File: src/rtl/mult_div_unit.sv
// ============================================================================
// Module      : mult_div_unit
// Description : Multicycle signed multiply (radix-2 Booth) / divide (restoring)
//               unit producing hi/lo with a one-cycle done pulse.
// Revision    : 1.0 - initial release
// ============================================================================
`default_nettype none

module mult_div_unit #(
  parameter int WIDTH = 32
) (
  input  logic             clk,
  input  logic             reset,
  input  logic             start,
  input  logic             op_div,
  input  logic [WIDTH-1:0] a_in,
  input  logic [WIDTH-1:0] b_in,
  output logic             busy,
  output logic             done,
  output logic             div_zero,
  output logic [WIDTH-1:0] hi,
  output logic [WIDTH-1:0] lo
);

  localparam int c_CNT_W = $clog2(WIDTH);
  localparam logic [c_CNT_W-1:0] c_LAST = c_CNT_W'(WIDTH - 1);

  localparam logic [1:0] c_IDLE   = 2'd0;
  localparam logic [1:0] c_MULT   = 2'd1;
  localparam logic [1:0] c_DIV    = 2'd2;
  localparam logic [1:0] c_FINISH = 2'd3;

  logic [1:0]         r_state;
  logic [c_CNT_W-1:0] r_count;
  logic [WIDTH:0]     r_acc;
  logic [WIDTH:0]     r_opB;
  logic [WIDTH-1:0]   r_low;
  logic [WIDTH-1:0]   r_hi;
  logic [WIDTH-1:0]   r_lo;
  logic               r_boothBit;
  logic               r_negQ;
  logic               r_negR;
  logic               r_divZero;

  logic               w_accept;
  logic [WIDTH-1:0]   w_absA;
  logic [WIDTH-1:0]   w_absB;
  logic [WIDTH:0]     w_boothSum;
  logic [WIDTH:0]     w_divShift;
  logic [WIDTH+1:0]   w_divDiff;
  logic [WIDTH:0]     w_accNext;
  logic [WIDTH-1:0]   w_lowNext;
  logic [WIDTH-1:0]   w_quot;
  logic [WIDTH-1:0]   w_rem;

  // The done cycle doubles as an idle cycle so back-to-back requests are accepted.
  assign w_accept = start && ((r_state == c_IDLE) || (r_state == c_FINISH));
  assign w_absA   = a_in[WIDTH-1] ? (~a_in + 1'b1) : a_in;
  assign w_absB   = b_in[WIDTH-1] ? (~b_in + 1'b1) : b_in;

  always_comb begin
    w_boothSum = r_acc;
    case ({r_low[0], r_boothBit})
      2'b01:   w_boothSum = r_acc + r_opB;
      2'b10:   w_boothSum = r_acc - r_opB;
      default: w_boothSum = r_acc;
    endcase

    w_divShift = {r_acc[WIDTH-1:0], r_low[WIDTH-1]};
    w_divDiff  = {1'b0, w_divShift} - {1'b0, r_opB};

    if (r_state == c_DIV) begin
      if (!w_divDiff[WIDTH+1]) begin
        w_accNext = w_divDiff[WIDTH:0];
        w_lowNext = {r_low[WIDTH-2:0], 1'b1};
      end else begin
        w_accNext = w_divShift;
        w_lowNext = {r_low[WIDTH-2:0], 1'b0};
      end
    end else begin
      // Arithmetic right shift of the whole {acc, low, boothBit} chain.
      w_accNext = {w_boothSum[WIDTH], w_boothSum[WIDTH:1]};
      w_lowNext = {w_boothSum[0], r_low[WIDTH-1:1]};
    end

    w_quot = r_negQ ? (~w_lowNext + 1'b1) : w_lowNext;
    w_rem  = r_negR ? (~w_accNext[WIDTH-1:0] + 1'b1) : w_accNext[WIDTH-1:0];
  end

  always_ff @(posedge clk or posedge reset) begin
    if (reset) begin
      r_state    <= c_IDLE;
      r_count    <= '0;
      r_acc      <= '0;
      r_opB      <= '0;
      r_low      <= '0;
      r_hi       <= '0;
      r_lo       <= '0;
      r_boothBit <= 1'b0;
      r_negQ     <= 1'b0;
      r_negR     <= 1'b0;
      r_divZero  <= 1'b0;
    end else begin
      r_divZero <= 1'b0;
      case (r_state)
        c_MULT, c_DIV: begin
          r_acc      <= w_accNext;
          r_low      <= w_lowNext;
          r_boothBit <= r_low[0];
          r_count    <= r_count + c_CNT_W'(1);
          if (r_count == c_LAST) begin
            r_state <= c_FINISH;
            r_count <= '0;
            if (r_state == c_DIV) begin
              r_hi <= w_rem;
              r_lo <= w_quot;
            end else begin
              r_hi <= w_accNext[WIDTH-1:0];
              r_lo <= w_lowNext;
            end
          end
        end
        default: begin
          r_state <= c_IDLE;
          if (w_accept) begin
            r_acc      <= '0;
            r_boothBit <= 1'b0;
            r_count    <= '0;
            if (!op_div) begin
              r_state <= c_MULT;
              r_opB   <= {a_in[WIDTH-1], a_in};
              r_low   <= b_in;
            end else if (b_in != '0) begin
              r_state <= c_DIV;
              r_opB   <= {1'b0, w_absB};
              r_low   <= w_absA;
              r_negQ  <= a_in[WIDTH-1] ^ b_in[WIDTH-1];
              r_negR  <= a_in[WIDTH-1];
            end else begin
              r_divZero <= 1'b1;
            end
          end
        end
      endcase
    end
  end

  assign busy     = (r_state == c_MULT) || (r_state == c_DIV);
  assign done     = (r_state == c_FINISH);
  assign div_zero = r_divZero;
  assign hi       = r_hi;
  assign lo       = r_lo;

endmodule

`default_nettype wire

File: config.mk
export PLATFORM = sky130hd
export DESIGN_NAME = mult_div_unit
export DESIGN_NICKNAME = d
export VERILOG_FILES = /design/src/rtl/mult_div_unit.sv
export SDC_FILE = /design/constraint.sdc
export NUM_CORES = 1
export LEC_CHECK = 0
export BUFFER_PORTS_ARGS = -buffer_cell sky130_fd_sc_hd__buf_2
export CAP_MARGIN = 20
export CORE_UTILIZATION = 55
export DETAILED_ROUTE_END_ITERATION = 6
export HOLD_SLACK_MARGIN = 0.15
export PLACE_DENSITY = 0.85
export SLEW_MARGIN = 20
export SYNTH_ARGS = -nofsm -noshare
export SYNTH_HDL_FRONTEND = slang
export SYNTH_SLANG_ARGS = --single-unit
File: constraint.sdc
create_clock -name clk -period 6.5 [get_ports clk]
set_clock_uncertainty 0.2 [all_clocks]
set_input_delay 0.325 -clock clk [delete_from_list [all_inputs] [get_ports clk]]
set_output_delay 0.325 -clock clk [all_outputs]
set_load 0.02 [all_outputs]
==> metrics.md <==
| Metric | Value |
|---|---|
| Status | finished, final reports clean |
| Seq cells post-synth | 173 |
| Max stage delay on crit path | 0.71 ns |
| Tmin final | 6.02 ns |
| Vias per cell | 6.78 |
| DRT iter0 DRCs | 2113 |
| Setup TNS | 0 ns |
| Yosys warns | 0 |
| DP Wirelength | 44600 µm |
| Async SR Flop Fraction | 100% |
| Area of the multi-input gates | 11400 µm² |
| Worst VDD drop | 0.306 mV |
| Dpl cell area | 17400 µm² |
| Drt drc | 0 |
| Power density cells | 650 nW/µm² |
| Worst path cell trace | nor3_1 -> and4_1 -> a21oi_1 -> xnor2_1 -> ha_1 -> a21oi_1 -> o21ai_0 -> a31oi_2 -> a211oi_1 -> a2111oi_0 -> a311o_1 -> and2_1 -> nand4_2 -> nor4b_2 -> a31oi_1 -> xnor2_1 -> mux2_2 |
| Final net count | 2330 |
| Cells resized by post-CTS repair | 0 |
| Worst Tran Pin Value | 1.10 ns |
| Via count of the first global-routing pass | 16200 |
| Hold_sp | b_in[30] |
| Critical path startpoint category | register |
| Initial Util | 55.8% |
| Seq/Total Area, Yosys | 26.2% |
| Met1 Resource Use GR | 51.3% |
| Final count of hold timing violations | 0 |
| First-pass iteration count of the detailed router | 5 |
| Reg-to-Reg Start | r_opB[2]$_DFFE_PP0P_ |
| Synth Net Count | 2249 |
| Most frequent cells in the layout | nand2_1 (254), dfrtp_1 (173), o21ai_0 (172) |
| Area of the core | 29600 µm² |
| Post-synthesis instance area | 16500 µm² |
| Reg2reg path depth | 17 |
| Endpoint, Worst Hold | r_low[30]$_DFFE_PP0P_ |
| Setup violators final | 0 |
| Worst relative slew slack | 26.9% |
| Sw Pwr | 6.73 mW |
| Syn_area_per_cell | 7.86 µm² |
| Buffers & Inverters on Critical Path | 0 |
| Die Ht | 175 µm |
| Max FO, Critical Path | 9 |
| Clock power share | 8.8% |
| Crit path arrival time | 6.16 ns |
| Postcts setup bufs | 0 |
| Clock-pin slew on the worst setup and hold paths | 0.08 ns |
| FILL cells | 2603 |
| Logic pwr share | 75.7% |
| Critical path type | register to register |
| Gr busiest metal | met2 |
| Wire length per cell | 22.8 µm |
| FF+latch area | 4330 µm² |
| Hold_ws | 0.169 ns |
| Clk buf depth | 2 |
| Internal reg-to-reg setup slack | 0.48 ns |
| Antenna viol nets, final | 0 |
| Htree depth | 4 |
| Hold Path Depth | 4 |
| Number of buffers inserted by hold repair at cts | 32 |
| CTS tree | yes |
| Unrepaired setup endpoints after global routing | no |
| Fmax | 166 MHz |
| Gate count of the mapped netlist | 2104 |
| Synth-to-layout area growth | 10.7% |
| Critical Path RT | 6.64 ns |
| Crit path capture type | register |
| Register share of total power | 15.5% |
| Switching share of power | 56.5% |
| Initial antenna violation count | 1 |
| Diode count | 0 |
| Slowest stage cell, crit path | nor4b_2 |
| Hold Path Class | input port to register |
| Internal power | 5.17 mW |
| Die area | 30700 µm² |
| GRT overflow | 0 |
| Post-route cell area | 18300 µm² |
| Final Total Pwr | 11.9 mW |
| # IOs | 135 |
| Gr usage total | 38.4% |
| Commonest non-fill, non-tap cell in the layout | nand2_1 |
| Met2 Resource Use GR | 59.5% |
| Crit path max-delay family | compound AO/OA/AOI/OAI gates |
| EDFF count, synth | 0 |
| Top_reg_cell synth | dfrtp_1 |
| Max cap viols | 0 |
| Latest clock arrival within the worst-skew pair | 0.47 ns |
| Fin crit share | 92.6% |
| Via count | 17500 |
| Sink Count | 173 |
| Root Driver | clkbuf_16 |
| Pin count of the biggest net entering global routing | 91 |
| Post-synth cell types | 105 |
| Die width | 175 µm |
| Share of layout cells above drive strength 1 | 12.2% |
| Total CTS buffers | 17 |
| Met3 usage | 6.93% |
| First-pass GRT wire length | 91500 µm |
| Row count | 63 |
| Routability congestion estimate | 0.996 |
| Pleak | 7.97 nW |
| Final Max Tran Viols | 0 |
| Critical R2R Capture | hi[31]$_DFFE_PP0P_ |
| Final wirelength | 59100 µm |
| PortBufs | 134 |
-- per-stage QoR --
step           setup slack (ns)  utilization (%)  cells
4_1_cts                   0.664             61.7   2587
2_1_floorplan              1.12                -   2104
5_1_grt                   0.135             61.7   2587
3_3_place_gp              0.909             58.7   2524
3_5_place_dp              0.693             58.7   2524
6_report                  0.481             61.7   2587
-- state kept, by name, indices dropped and copies added, names as in the netlist, 2 cells and up --
name     flops
hi          32
lo          32
r_acc       33
r_count      5
r_low       32
r_opB       33
r_state      2
-- kinds of logic (layout without fill, tap and decap cells) --
kind of cell / Yosys count / in the layout / share of synthesized area [%]
AND/OR/NAND/NOR: 666 / 666 / 19.6
flip-flops: 173 / 173 / 26.2
adder cells (fa/ha/maj): 77 / 77 / 5.92
AO/OA/AOI/OAI: 726 / 726 / 29.2
XOR/XNOR: 179 / 179 / 9.49
multiplexers: 67 / 67 / 4.27
buffers and inverters: 216 / 309 / 5.31
-- Yosys cell counts, types with 10 or more instances --
cell type  number  area (µm²)
nand3_1        33         165
and3_1         24         150
mux2_2         14         158
a221oi_1       12         105
clkbuf_1       86         323
nor3b_1        10        75.1
dfrtp_1       173        4330
xor2_1         83         727
o21a_1         12        90.1
o2bb2ai_1      15         131
xnor2_1        96         841
nand4_1        20         125
and2_1         13        81.3
a211oi_1       34         255
or3_1          21         131
a21o_1         28         210
inv_1          82         308
o211ai_1       39         293
nor2b_1        14        87.6
ha_1           75         938
nand2b_1       13        81.3
nor2_1        134         503
a31oi_1        31         194
nor4_1         15        93.8
or4_1          13        97.6
buf_2          20         100
o31ai_1        38         285
mux2i_1        51         510
buf_1          18        67.6
or2_2          12        75.1
nand2_1       256         961
o22ai_1        40         250
o41ai_1        12         105
nor3_1         51         255
a21oi_1       161         806
o21ai_0       172         861
-- per-layer routing --
metal  wire length (µm)  vias up
met2              26100     1117
li1                   -     7927
met1              23700     8294
met4               3100        0
met5                  0        -
met3               6200      192
-- worst max-delay path by stage --
stage                               to  cells past startpoint                  from  slack [ns]
CTS                 hi[31]$_DFFE_PP0P_                     17  r_opB[2]$_DFFE_PP0P_        0.66
global placement    hi[31]$_DFFE_PP0P_                     22  r_opB[2]$_DFFE_PP0P_        0.91
finish              hi[31]$_DFFE_PP0P_                     17  r_opB[2]$_DFFE_PP0P_        0.48
detailed placement  hi[31]$_DFFE_PP0P_                     17  r_opB[2]$_DFFE_PP0P_        0.69
floorplan           hi[31]$_DFFE_PP0P_                     21  r_opB[2]$_DFFE_PP0P_        1.12
global route        hi[31]$_DFFE_PP0P_                     19  r_opB[2]$_DFFE_PP0P_        0.14
-- worst reg2reg max path, stage by stage (launching register included) --
cell and delay (ns):
dfrtp_1 0.42, nor3_1 0.42, and4_1 0.43, a21oi_1 0.13, xnor2_1 0.15, ha_1 0.40
a21oi_1 0.24, o21ai_0 0.20, a31oi_2 0.43, a211oi_1 0.13, a2111oi_0 0.59, a311o_1 0.30
and2_1 0.19, nand4_2 0.30, nor4b_2 0.72, a31oi_1 0.20, xnor2_1 0.17, mux2_2 0.27
-- power groups by stage --
stage | Combinational (mW) | Clock, mW | Sequential [mW]
after floorplan | 6.46 | 0 | 1.66
after global routing | 9.68 | 1.08 | 1.86
after global placement | 8.50 | 0 | 1.81
after detailed placement | 8.64 | 0 | 1.83
final | 9.01 | 1.05 | 1.84
after CTS | 8.70 | 1.05 | 1.81
-- final cells by class --
cell class | count | area share (%)
tap | 390 | 2.67
multi-input combinational | 1715 | 62.1
timing repair buffer | 196 | 6.74
clock inverter | 12 | 0.657
inverter | 82 | 1.71
sequential | 173 | 23.7
clock buffer | 19 | 2.48
Note: power is estimated with default switching activity, not from simulation.
